### src/rtl/counter_checker_sat_counter.sv
// Up-counter that sticks at LIMIT instead of wrapping.
module sat_counter #(
  parameter int             W     = 8,
  parameter logic [W-1:0]   LIMIT = {W{1'b1}}
) (
  input  logic         clk,
  input  logic         rst,
  input  logic         inc,
  output logic [W-1:0] value
);

  logic [W-1:0] value_q, value_d;

  always_comb begin
    value_d = value_q;
    if (inc && (value_q != LIMIT)) value_d = value_q + W'(1);
  end

  always_ff @(posedge clk) begin
    if (rst) value_q <= '0;
    else     value_q <= value_d;
  end

  assign value = value_q;

endmodule

### config.mk
export PLATFORM = sky130hd
export DESIGN_NAME = sat_counter
export DESIGN_NICKNAME = d
export VERILOG_FILES = /design/src/rtl/counter_checker_sat_counter.sv
export SDC_FILE = /design/constraint.sdc
export NUM_CORES = 1
export LEC_CHECK = 0
export CAP_MARGIN = 20
export CORE_AREA = 2 2 39 41
export DETAILED_ROUTE_END_ITERATION = 10
export DIE_AREA = 0 0 41 43
export PLACE_DENSITY = 0.58
export SYNTH_ARGS = -nofsm -noshare
export SYNTH_HDL_FRONTEND = slang
export SYNTH_SLANG_ARGS = --single-unit
### constraint.sdc
create_clock -name clk -period 1.5 [get_ports clk]
set_input_delay 0.225 -clock clk [delete_from_list [all_inputs] [get_ports clk]]
set_output_delay 0.225 -clock clk [all_outputs]
set_load 0.01 [all_outputs]
# Word-level counts from Yosys, hierarchy flattened
# Cells that the tools add are included.
[word_totals]
out_inout_bits = 8
word_cells = 4
input_bits = 3
reg_bits = 8
[op_classes]
reduce_logical = 1
eq_ne = 1
add_sub_neg = 1
[op_table]
columns = ["op", "count"]
rows = [
  ["8-bit by 1-bit adder with 8-bit output (second input constant)", 1],
  ["8-bit inequality test (second input constant)", 1],
  ["1-bit logical AND", 1],
]

# Depth between registers and ports, before layout
# Gate-level depths: netlist of the first run.
[logic_depth]
depth_word = 2
mapped_depth = 4

# Worst setup path after synthesis of the first run
# No wires, ideal clock.
[synth_path]
kind = "flip-flop to flip-flop"
start = "reg value_q[0] (netlist: value[0])"
end = "reg value_q[0] (netlist: value[0])"
slack_ns = 0.107
period_less_slack_ns = 1.393
n_path_buf = 0
arrival_ns = 1.272
path_stages_with_launch = 5
setup_ns = 0.121
path_cell_list = "dfxtp_1 -> ha_1 -> and3_4 -> a21boi_4 -> mux2_4"
[synth_via]
elab_chain_cells = 2
word_cells_on_any_way = 3
[synth_lines]
columns = ["element", "line_no", "source"]
rows = [
  ["start: declaration", "12", "logic [W-1:0] value_q, value_d;"],
  ["start signal: assignment", "21", "else value_q <= value_d;"],
  ["branches (longest 2 deep; another with 8-bit by 1-bit adder with 8-bit output)", "-", ""],
]
# Parallel ways; which one is timed is not known.
# A chain may end at the register's enable or synchronous reset.

# Worst setup path in the final report of the first run
[layout_path]
start = "reg value_q[6] (netlist: value[6])"
end = "out value[6]"
[layout_rtl]
columns = ["element", "line_no", "source"]
rows = [
  ["end: declaration", "9", "output logic [W-1:0] value"],
]
# No word-level cell between the ends.

==> key figures, run 1 <==
Outcome
  • Status: completed

Setup path
  • Setup crit end kind: primary output
  • Arrival @ worst endpoint: about 1.2 ns
  • Crit path max fanout: 5
  • Largest delay contributor family on the critical path: buffers and inverters
  • Slowest library cell on the worst path: clkdlybuf4s50_1
  • Critical R2R Capture: value[0]$_SDFFE_PP0P_
  • Setup CP Type: reg -> out
  • Worst path max stage delay: about 0.56 ns
  • Type of origin of the critical path: flip-flop
  • Worst path cell trace: clkdlybuf4s50_1
  • CP required: 1.27 ns
  • Setup slack, reg-to-reg: about 0.08 ns
  • RR Startpoint: value[1]$_SDFFE_PP0P_
  • Worst Reg-to-Reg Cells: 4
  • CP bufs+invs: 1

Global routing
  • Vias in the first global route: ~370
  • First-pass GRT wire length: around 1700 µm
  • Antenna violations before repair: 0
  • Grt total ovfl: 0
  • Gr usage total: 0.1427
  • Largest net degree at the start of global routing: 9

Clock tree
  • CTS H-Tree Depth: 1
  • Root Driver: clkbuf_4
  • Clock transition at path regs: 0.06 ns
  • CTS buffer count: 3
  • CTS tree: built
  • CTS Hold Bufs: 0
  • Max Buffers Root-to-Sink: 2
  • Clk_lat worst skew: ~0.26 ns
  • Clock net sink count: 8

Place
  • Port bufs: 10
  • Gpl congestion: approximately 0.8
  • Hpwl dp: ~720 µm

STA
  • Setup-failing EPs final: 0
  • Slew headroom: 0.8163
  • Slew Viols, Final: 0
  • Final Hold Viols: 0
  • Fin crit share: 0.9560
  • Fmax: between 0.6 and 0.7 GHz
  • Clock skew: roughly 0.0043 ns
  • Period minus WS final: between 1 and 1.5 ns
  • RSZ-0062 raised after global routing: no
  • Worst slew pin tran: ~0.28 ns
  • Setup TNS: 0 ns

Yosys
  • Mapped Nets: 50
  • Synth Register Bits: 8
  • Mean Syn Cell Area: just over 9 µm²
  • Post-synthesis cell type count: 25
  • Syn Inst Count: 46
  • Seq/Total Area, Yosys: 0.3721
  • Synth Cell Area: 430.4 µm²
  • Yosys warnings: 0

Detailed routing
  • Post-Route WL: roughly 970 µm
  • DR pass1 iterations: 4
  • Routed Antenna Nets: 0
  • WL per Instance: ~12 µm
  • Via-to-Cell Ratio: around 5.3
  • # DRC: 0
  • Vias: around 420
  • Iteration-0 DRC Markers: 11

Power
  • Static Leak: between 0.0002 and 0.00025 µW
  • PD cells: approximately 740 nW/µm²
  • Maximum vdd drop: just over 300 µV

Finish
  • Commonest non-fill, non-tap cell in the layout: clkdlybuf4s50_1
  • Register area: 162.7 µm²
  • Footprint of the multi-input gates: about 260 µm²
  • Layout cells sized above 1: 0.2381
  • Final Core Density: 0.4367
  • Max reg flops: 8
  • Most frequent cells in the layout: clkdlybuf4s50_1 (9), dfxtp_1 (6), a21oi_1 (5), nand2_1 (5), buf_4 (5)
  • Synth-to-layout area growth: 40.41%
  • Filler instances: between 100 and 150
  • Layout Nets: 69
  • Antenna cells: 0

Floorplan
  • Site Rows: 14
  • Core Box Area: approximately 1400 µm²
  • Die Area: approximately 1800 µm²
  • Top Ports: 11
  • Die height: between 40 and 50 µm
  • Die X: a little over 40 µm
  • Starting Density: 0.3110

Min path
  • Worst Hold End: value[1]$_SDFFE_PP0P_
  • Hold path start: value[1]$_SDFFE_PP0P_
  • Hold WC Path Type: reg -> reg
  • Worst hold path stage count: 2

Run
  • # Max-Cap Violations: 0
stage by stage:
| step | hold slack (ns) | setup WS [ns] | power [µW] | area (µm²) | cells |
|---|---|---|---|---|---|
| 2_1_floorplan | 0.2971 | 0.1070 | 249.9 | 430.4 | 46 |
| 3_3_place_gp | 0.5003 | 0.04294 | 281.4 | 576.8 | 76 |
| 3_5_place_dp | 0.5101 | 0.001691 | 281.3 | 576.8 | 76 |
| 4_1_cts | 0.5215 | 0.01458 | 456.3 | 601.8 | 79 |
| 5_1_grt | 0.5513 | 0.008036 | 473.4 | 604.3 | 79 |
| 6_report | 0.5159 | 0.06600 | 445.4 | 604.3 | 79 |
synthesized netlist by cell type:
| cell | instances | area (µm²) |
|---|---|---|
| a31oi_1 | 1 | 6.260 |
| ha_1 | 1 | 12.51 |
| or3_2 | 1 | 7.510 |
| a211oi_1 | 2 | 15.01 |
| a21oi_1 | 5 | 25.02 |
| and4_1 | 2 | 17.52 |
| mux2i_1 | 1 | 10.01 |
| nand2b_1 | 1 | 6.260 |
| dfxtp_1 | 8 | 160.2 |
| nand4_1 | 2 | 12.51 |
| mux2_4 | 1 | 15.01 |
| o21bai_1 | 2 | 15.01 |
| and3_4 | 1 | 11.26 |
| nand3_1 | 2 | 10.01 |
| a21boi_0 | 1 | 7.510 |
| a311oi_1 | 1 | 8.760 |
| o311a_1 | 1 | 10.01 |
| nor3_1 | 2 | 10.01 |
| nor2_1 | 1 | 3.750 |
| o21ai_1 | 1 | 5.000 |
| nand2_1 | 5 | 18.77 |
| inv_1 | 1 | 3.750 |
| and2b_2 | 1 | 8.760 |
| buf_6 | 1 | 11.26 |
| a21boi_4 | 1 | 18.77 |
tightest hold or removal path: stages (launching register included):
cell	delay [ns]
dfxtp_1	0.34
nand2_1	0.07
mux2i_1	0.06
worst max path at each step:
| stage | start | end | slack, ns | cells past startpoint |
|---|---|---|---|---|
| after floorplan | value[0]$_SDFFE_PP0P_ | value[0]$_SDFFE_PP0P_ | 0.11 | 4 |
| after CTS | value[0]$_SDFFE_PP0P_ | value[0] | 0.01 | 2 |
| final | value[6]$_SDFFE_PP0P_ | value[6] | 0.07 | 1 |
| after global routing | value[6]$_SDFFE_PP0P_ | value[6] | 0.008 | 1 |
| after global placement | inc | value[3]$_SDFFE_PP0P_ | 0.04 | 4 |
| after detailed placement | inc | value[3]$_SDFFE_PP0P_ | 0.002 | 4 |
where the power goes:
group / total [µW] / switching (µW) / leakage [µW] / internal (µW)
sequential: 223 / 5.33 / 0.0000659 / 218
combinational: 52.2 / 21.3 / 0.000161 / 30.9
clock: 170 / 77.8 / 0.0000138 / 91.9
final cells by class:
| type | count | area share |
|---|---|---|
| clock buffers | 3 | 0.03727 |
| repair buffers | 15 | 0.2319 |
| inverters | 1 | 0.006211 |
| well taps | 16 | 0.03313 |
| multi-input cells | 36 | 0.4224 |
| flip-flops and latches | 8 | 0.2692 |
cells by family (layout without fill, tap and decap cells):
family | count (synthesis) | count (layout) | synth area share
multiplexers | 2 | 2 | 0.05813
buffers and inverters | 2 | 19 | 0.03487
AND/OR/NAND/NOR | 18 | 18 | 0.2471
adder cells (fa/ha/maj) | 1 | 1 | 0.02907
flip-flops | 8 | 8 | 0.3721
AO/OA/AOI/OAI | 15 | 15 | 0.2587
what timing repair did:
item,CTS,global route
resized for setup,2,1
buffers inserted,0,0
endpoints found under the setup margin,2,1
pin swaps,0,0
per-layer routing:
metal | up-vias | routed length [µm] | track usage
li1 | 212 | - | -
met1 | 186 | 447 | 0.1871
met2 | 14 | 437 | 0.1875
met3 | 4 | 67 | 0.07853
met4 | 0 | 14 | 0.06000
met5 | - | 0 | 0
Power figures use the tool's default switching activity.
==> run 2: changes to the inputs <==
--- a/config.mk
+++ b/config.mk
@@ -7,6 +7,7 @@
 export LEC_CHECK = 0
 export CAP_MARGIN = 20
 export CORE_AREA = 2 2 39 41
+export CTS_CLUSTER_DIAMETER = 100
 export DETAILED_ROUTE_END_ITERATION = 10
 export DIE_AREA = 0 0 41 43
 export PLACE_DENSITY = 0.58
==> results of run 2 <==
Same layout as run 1: the final DEF is identical, and so are final timing and power.
==> edit 1, RTL diff (config.mk and constraints of run 1) <==
Reset style: asynchronous (`rst`), changed in one clocked block.
--- a/src/rtl/counter_checker_sat_counter.sv
+++ b/src/rtl/counter_checker_sat_counter.sv
@@ -16,7 +16,7 @@
     if (inc && (value_q != LIMIT)) value_d = value_q + W'(1);
   end
 
-  always_ff @(posedge clk) begin
+  always_ff @(posedge clk or posedge rst) begin
     if (rst) value_q <= '0;
     else     value_q <= value_d;
   end
Check against the original RTL: differs if rst is asserted again (counterexample within 4 cycles, from zero or initial values and one cycle with rst high); with rst held inactive, the same outputs for 10 cycles.
==> edit 1 against run 1 <==
- register-to-register slack better by 0.06 ns
- utilization is 0.90 points higher
- sequential cell count stayed put
- die area stayed put
- setup slack worse by 0.023 ns
- sequential share of layout area is 6.1 points higher
- wire length is 9.0% lower
- area after synthesis is 2.6% lower
- design area is 2.1% higher
Power is not compared: it rests on default switching activity, and its combinational part moved more than twofold at a synthesized area within 25%.
==> edit 1: results (changes against run 1) <==
- Outcome: complete, no violations
- Initial antenna violation count: 0 (unchanged)
- Reg clk slew, reported paths: 0.06 ns (about the same)
- Wirelength per Cell: 11.89 um (-2.8%)
- Initial drt markers: 6 (-5)
- M3 GR Usage: 4.712% (-3.1 points)
- Seq pwr share: 38.3%
- Final wirelength: 880 um (-9.0%)
- Postcts setup bufs: 0 (unchanged)
- Metal2 WL: 400 um (-8.5%)
- Syn. warnings: 0 (unchanged)
- Netlist cell types: 19 (-24%)
- Synth async-reset ratio: 100.0% (+100 points)
- First-pass GRT wire length: 1490 um (-10%)
- Reg2reg start: value[0]
- Placed Cells: 70 (-7.9%)
- Avg Cell Area, Syn: 11.03 um^2 (+18%)
- Pleak: 0.0002467 uW
- WHS: 0.2183 ns (-0.2976 ns)
- Power density over cell area: 1907 nW/um^2
- Number of global-route vias before repair: 341 (-8.1%)
- GR met2 Demand/Resource: 15.63% (-3.1 points)
- Reg2Reg Setup Slack: 0.14 ns (+0.06 ns)
- Post-synthesis sequential area ratio: 47.76% (+11 points)
- R2R Path End: value[1]
- Arr. time, crit path: 1.23 ns (+0.02 ns)
- Met1 WL: 421 um (-5.8%)
- CP Max Fanout: 7 (+2)
- Reg2reg path depth: 4 (unchanged)
- Met3 wire length: 40 um (-40%)
- Net Count, Synth: 42 (-16%)
- Tightest Pin Transition: 0.3135 ns (+0.03799 ns)
- Top cells by count, synth: dfrtp_1 (8), nand2_1 (4), mux2_1 (3), nand3_1 (3), nand4_1 (3)
- Met1 usage: 17.61% (-1.1 points)
- Final Net Count: 64 (-7.2%)
- Comb group: 564 uW
- Clk buf depth: 2 (unchanged)
- HPWL Detailed: 652.1 um (-9.1%)
- Overall Global Routing Usage: 13.49% (-0.78 points)
- Largest net degree at the start of global routing: 9 (unchanged)
- Place WS: 0.01541 ns (+0.01371 ns)
- Post-CTS Resized: 6 (+4)
- Layout cell share with drive strength beyond 1: 29.31% (+5.5 points)
- Min-delay worst type: in -> async
- Synth top area cells: dfrtp_1 (48%), mux2_1 (8.1%), nand4_4 (5.1%)
- Placed Area: 586.8 um^2 (+1.7%)
- Number of iterations in the first detailed-routing pass: 4 (unchanged)
- ANT cells: 0 (unchanged)
- Clk_skew: 0.005827 ns (+0.001545 ns)
- Routability Congestion: 0.7670 (-4.1%)
- DR vias: 372 (-11%)
## edit 1: area by class of cell
cell class | count | area, um^2
clock buffer | 3 | 22.52
inverter | 1 | 3.754
timing repair buffer | 17 | 148.9
tap | 16 | 20.02
multi-input combinational | 29 | 217.7
sequential | 8 | 203.9
fill | 131 | 767.0
## edit 1: logic make-up after synthesis
| logic type | synth area share [%] |
|---|---|
| xor+xnor | 2.090 |
| fa+ha+maj | 2.985 |
| buf+inv | 0.8947 |
| flops | 47.76 |
| mux | 10.75 |
| compound gates | 14.62 |
| simple gates | 20.89 |
## edit 1: worst max path at each step
stage | start | to | slack (ns)
2_1_floorplan | value[0] | value[1] | 0.02
3_3_place_gp | inc | value[7] | 0.009
3_5_place_dp | inc | value[7] | 0.02
4_1_cts | value[5] | value[5] | 0.02
5_1_grt | value[3] | value[3] | 0.0002
6_report | value[3] | value[3] | 0.04
==> edit 2, RTL diff (flow settings as in run 1) <==
Without the edit above. `W`: 8 -> 6.
--- a/src/rtl/counter_checker_sat_counter.sv
+++ b/src/rtl/counter_checker_sat_counter.sv
@@ -1,6 +1,6 @@
 // Up-counter that sticks at LIMIT instead of wrapping.
 module sat_counter #(
-  parameter int             W     = 8,
+  parameter int             W     = 6,
   parameter logic [W-1:0]   LIMIT = {W{1'b1}}
 ) (
   input  logic         clk,
Ports: changed (resized value); port bits go from 11 to 9. The function was not compared with the original's and may differ.
==> edit 2 against run 1 <==
- non-clock buffer count decreased by 2
- die area unchanged
- clock power decreased by 8%
- combinational power increased by 2%
- setup slack improved by 0.0016 ns
- power decreased by 15%
- design area decreased by 29%
- wire length decreased by 38%
- area after synthesis decreased by 38%
- sequential power decreased by 23%
- first-iteration DRC count decreased by 82%
- sequential cell count decreased by 2
- fmax increased by 0.11%
- critical path type unchanged
==> edit 2: results (changes against run 1) <==
- Wirelength per Cell: 10.24 um (-16%)
- CP Max Fanout: 6 (+1)
- Min-delay worst type: reg -> reg
- Number of global-route vias before repair: 197 (-47%)
- Layout cell share with drive strength beyond 1: 20.93% (-2.9 points)
- Initial antenna violation count: 0 (unchanged)
- First-pass GRT wire length: 883 um (-47%)
- Largest register FFs: 6 (-2)
- Clk root buf: clkbuf_4
- CP max stage delay: 0.56 ns (about the same)
- Routability Congestion: 0.7054 (-12%)
- Net Count, Synth: 31 (-38%)
- Sw frac: 23.98% (+0.53 points)
- Worst skew pair latency: 0.25 ns
- Num CTS Buffers: 3 (unchanged)
- Overall Global Routing Usage: 8.249% (-6.0 points)
- Input/output buffers: 8 (-2)
- DR vias/cell: 4.475 (-15%)
- Number of iterations in the first detailed-routing pass: 3 (-1)
- Synth async-reset ratio: 0% (unchanged)
- Syn. warnings: 0 (unchanged)
- Reg clk slew, reported paths: 0.05 ns
- Tightest Pin Transition: 0.2127 ns (-0.06283 ns)
- Max H-tree Level: 1 (unchanged)
- Arr. time, crit path: 1.21 ns (about the same)
- Largest net degree at the start of global routing: 7 (-2)
- Outcome: complete, no violations
- Final Net Count: 49 (-29%)
- Max stage delay cell, worst path: clkdlybuf4s50_1
- Synth top area cells: dfxtp_1 (45%), a311oi_1 (6.6%), o21a_4 (5.6%)
- Clk buf depth: 2 (unchanged)
- Post-synthesis sequential area ratio: 45.07% (+7.9 points)
- Clk_skew: 0.0006568 ns (-0.003625 ns)
- Netlist cell types: 17 (-32%)
- # fillers: 143 (unchanged)
- Peak supply drop: 0.5230 mV (+71%)
- Top cells by count, synth: dfxtp_1 (6), nor2_1 (3), a21oi_1 (2), a311oi_1 (2), nand4_1 (2)
- Pleak: 0.0001758 uW (-27%)
- Number of synthesized flops with an enable pin: 0 (unchanged)
- Crit path max-delay family: buffers and inverters
- Initial drt markers: 2 (-9)
- ANT cells: 0 (unchanged)
-- edit 2: metrics by stage --
stage,area (um^2),std cells,setup WS [ns]
after global routing,429.2,59,0.007287
after global placement,404.1,56,0.1212
after floorplan,266.5,27,0.03957
final,429.2,59,0.06756
after detailed placement,404.1,56,0.1076
after CTS,426.7,59,0.04542
-- edit 2: layer usage --
| layer | vias to the layer above | global-route usage (%) | share of wire, % |
|---|---|---|---|
| met1 | 119 | 10.36 | 49 |
| met5 | - | 0 | 0 |
| met4 | 0 | 4.000 | 0 |
| li1 | 134 | - | - |
| met2 | 11 | 9.063 | 41 |
| met3 | 0 | 7.853 | 9.6 |
-- edit 2: worst paths after layout --
check | startpoint | end | slack [ns] | cells after the start
max | value[3] | value[3] | 0.07 | 1
min | value[4] | value[4] | 0.52 | 2
max reg2reg | value[1] | value[5] | 0.11 | 5
min reg2reg | value[4] | value[4] | 0.52 | 2
-- edit 2: area by class of cell --
cell class / count / share of cell area [%]
clock buffer: 3 / 5.248
timing repair buffer: 13 / 27.99
multi-input combinational: 20 / 33.24
sequential: 6 / 27.99
tap: 16 / 4.665
inverter: 1 / 0.8746
-- edit 2: timing repair --
| item | 4_1_cts | 5_1_grt |
|---|---|---|
| gates resized for setup | 0 | 1 |
| setup endpoints to repair | 0 | 1 |
| setup buffers | 0 | 0 |
| hold buffers | 0 | 0 |
-- edit 2: kinds of logic (layout without fill, tap and decap cells) --
logic type      count (synthesis)  after routing  synth area share, %
buf+inv                         1             17                1.407
mux                             2              2                7.981
flops                           6              6                45.07
fa+ha+maj                       1              1                4.694
simple gates                   10             10                18.78
compound gates                  6              6                18.78
xor+xnor                        1              1                3.287
-- edit 2: power groups by stage --
| stage | registers (uW) | logic, uW | clock network (uW) |
|---|---|---|---|
| final | 171 | 53.0 | 156 |
| after global routing | 171 | 57.3 | 170 |
| after CTS | 170 | 54.2 | 163 |
| after detailed placement | 173 | 53.8 | 0 |
| after global placement | 173 | 54.3 | 0 |
| after floorplan | 177 | 16.4 | 0 |
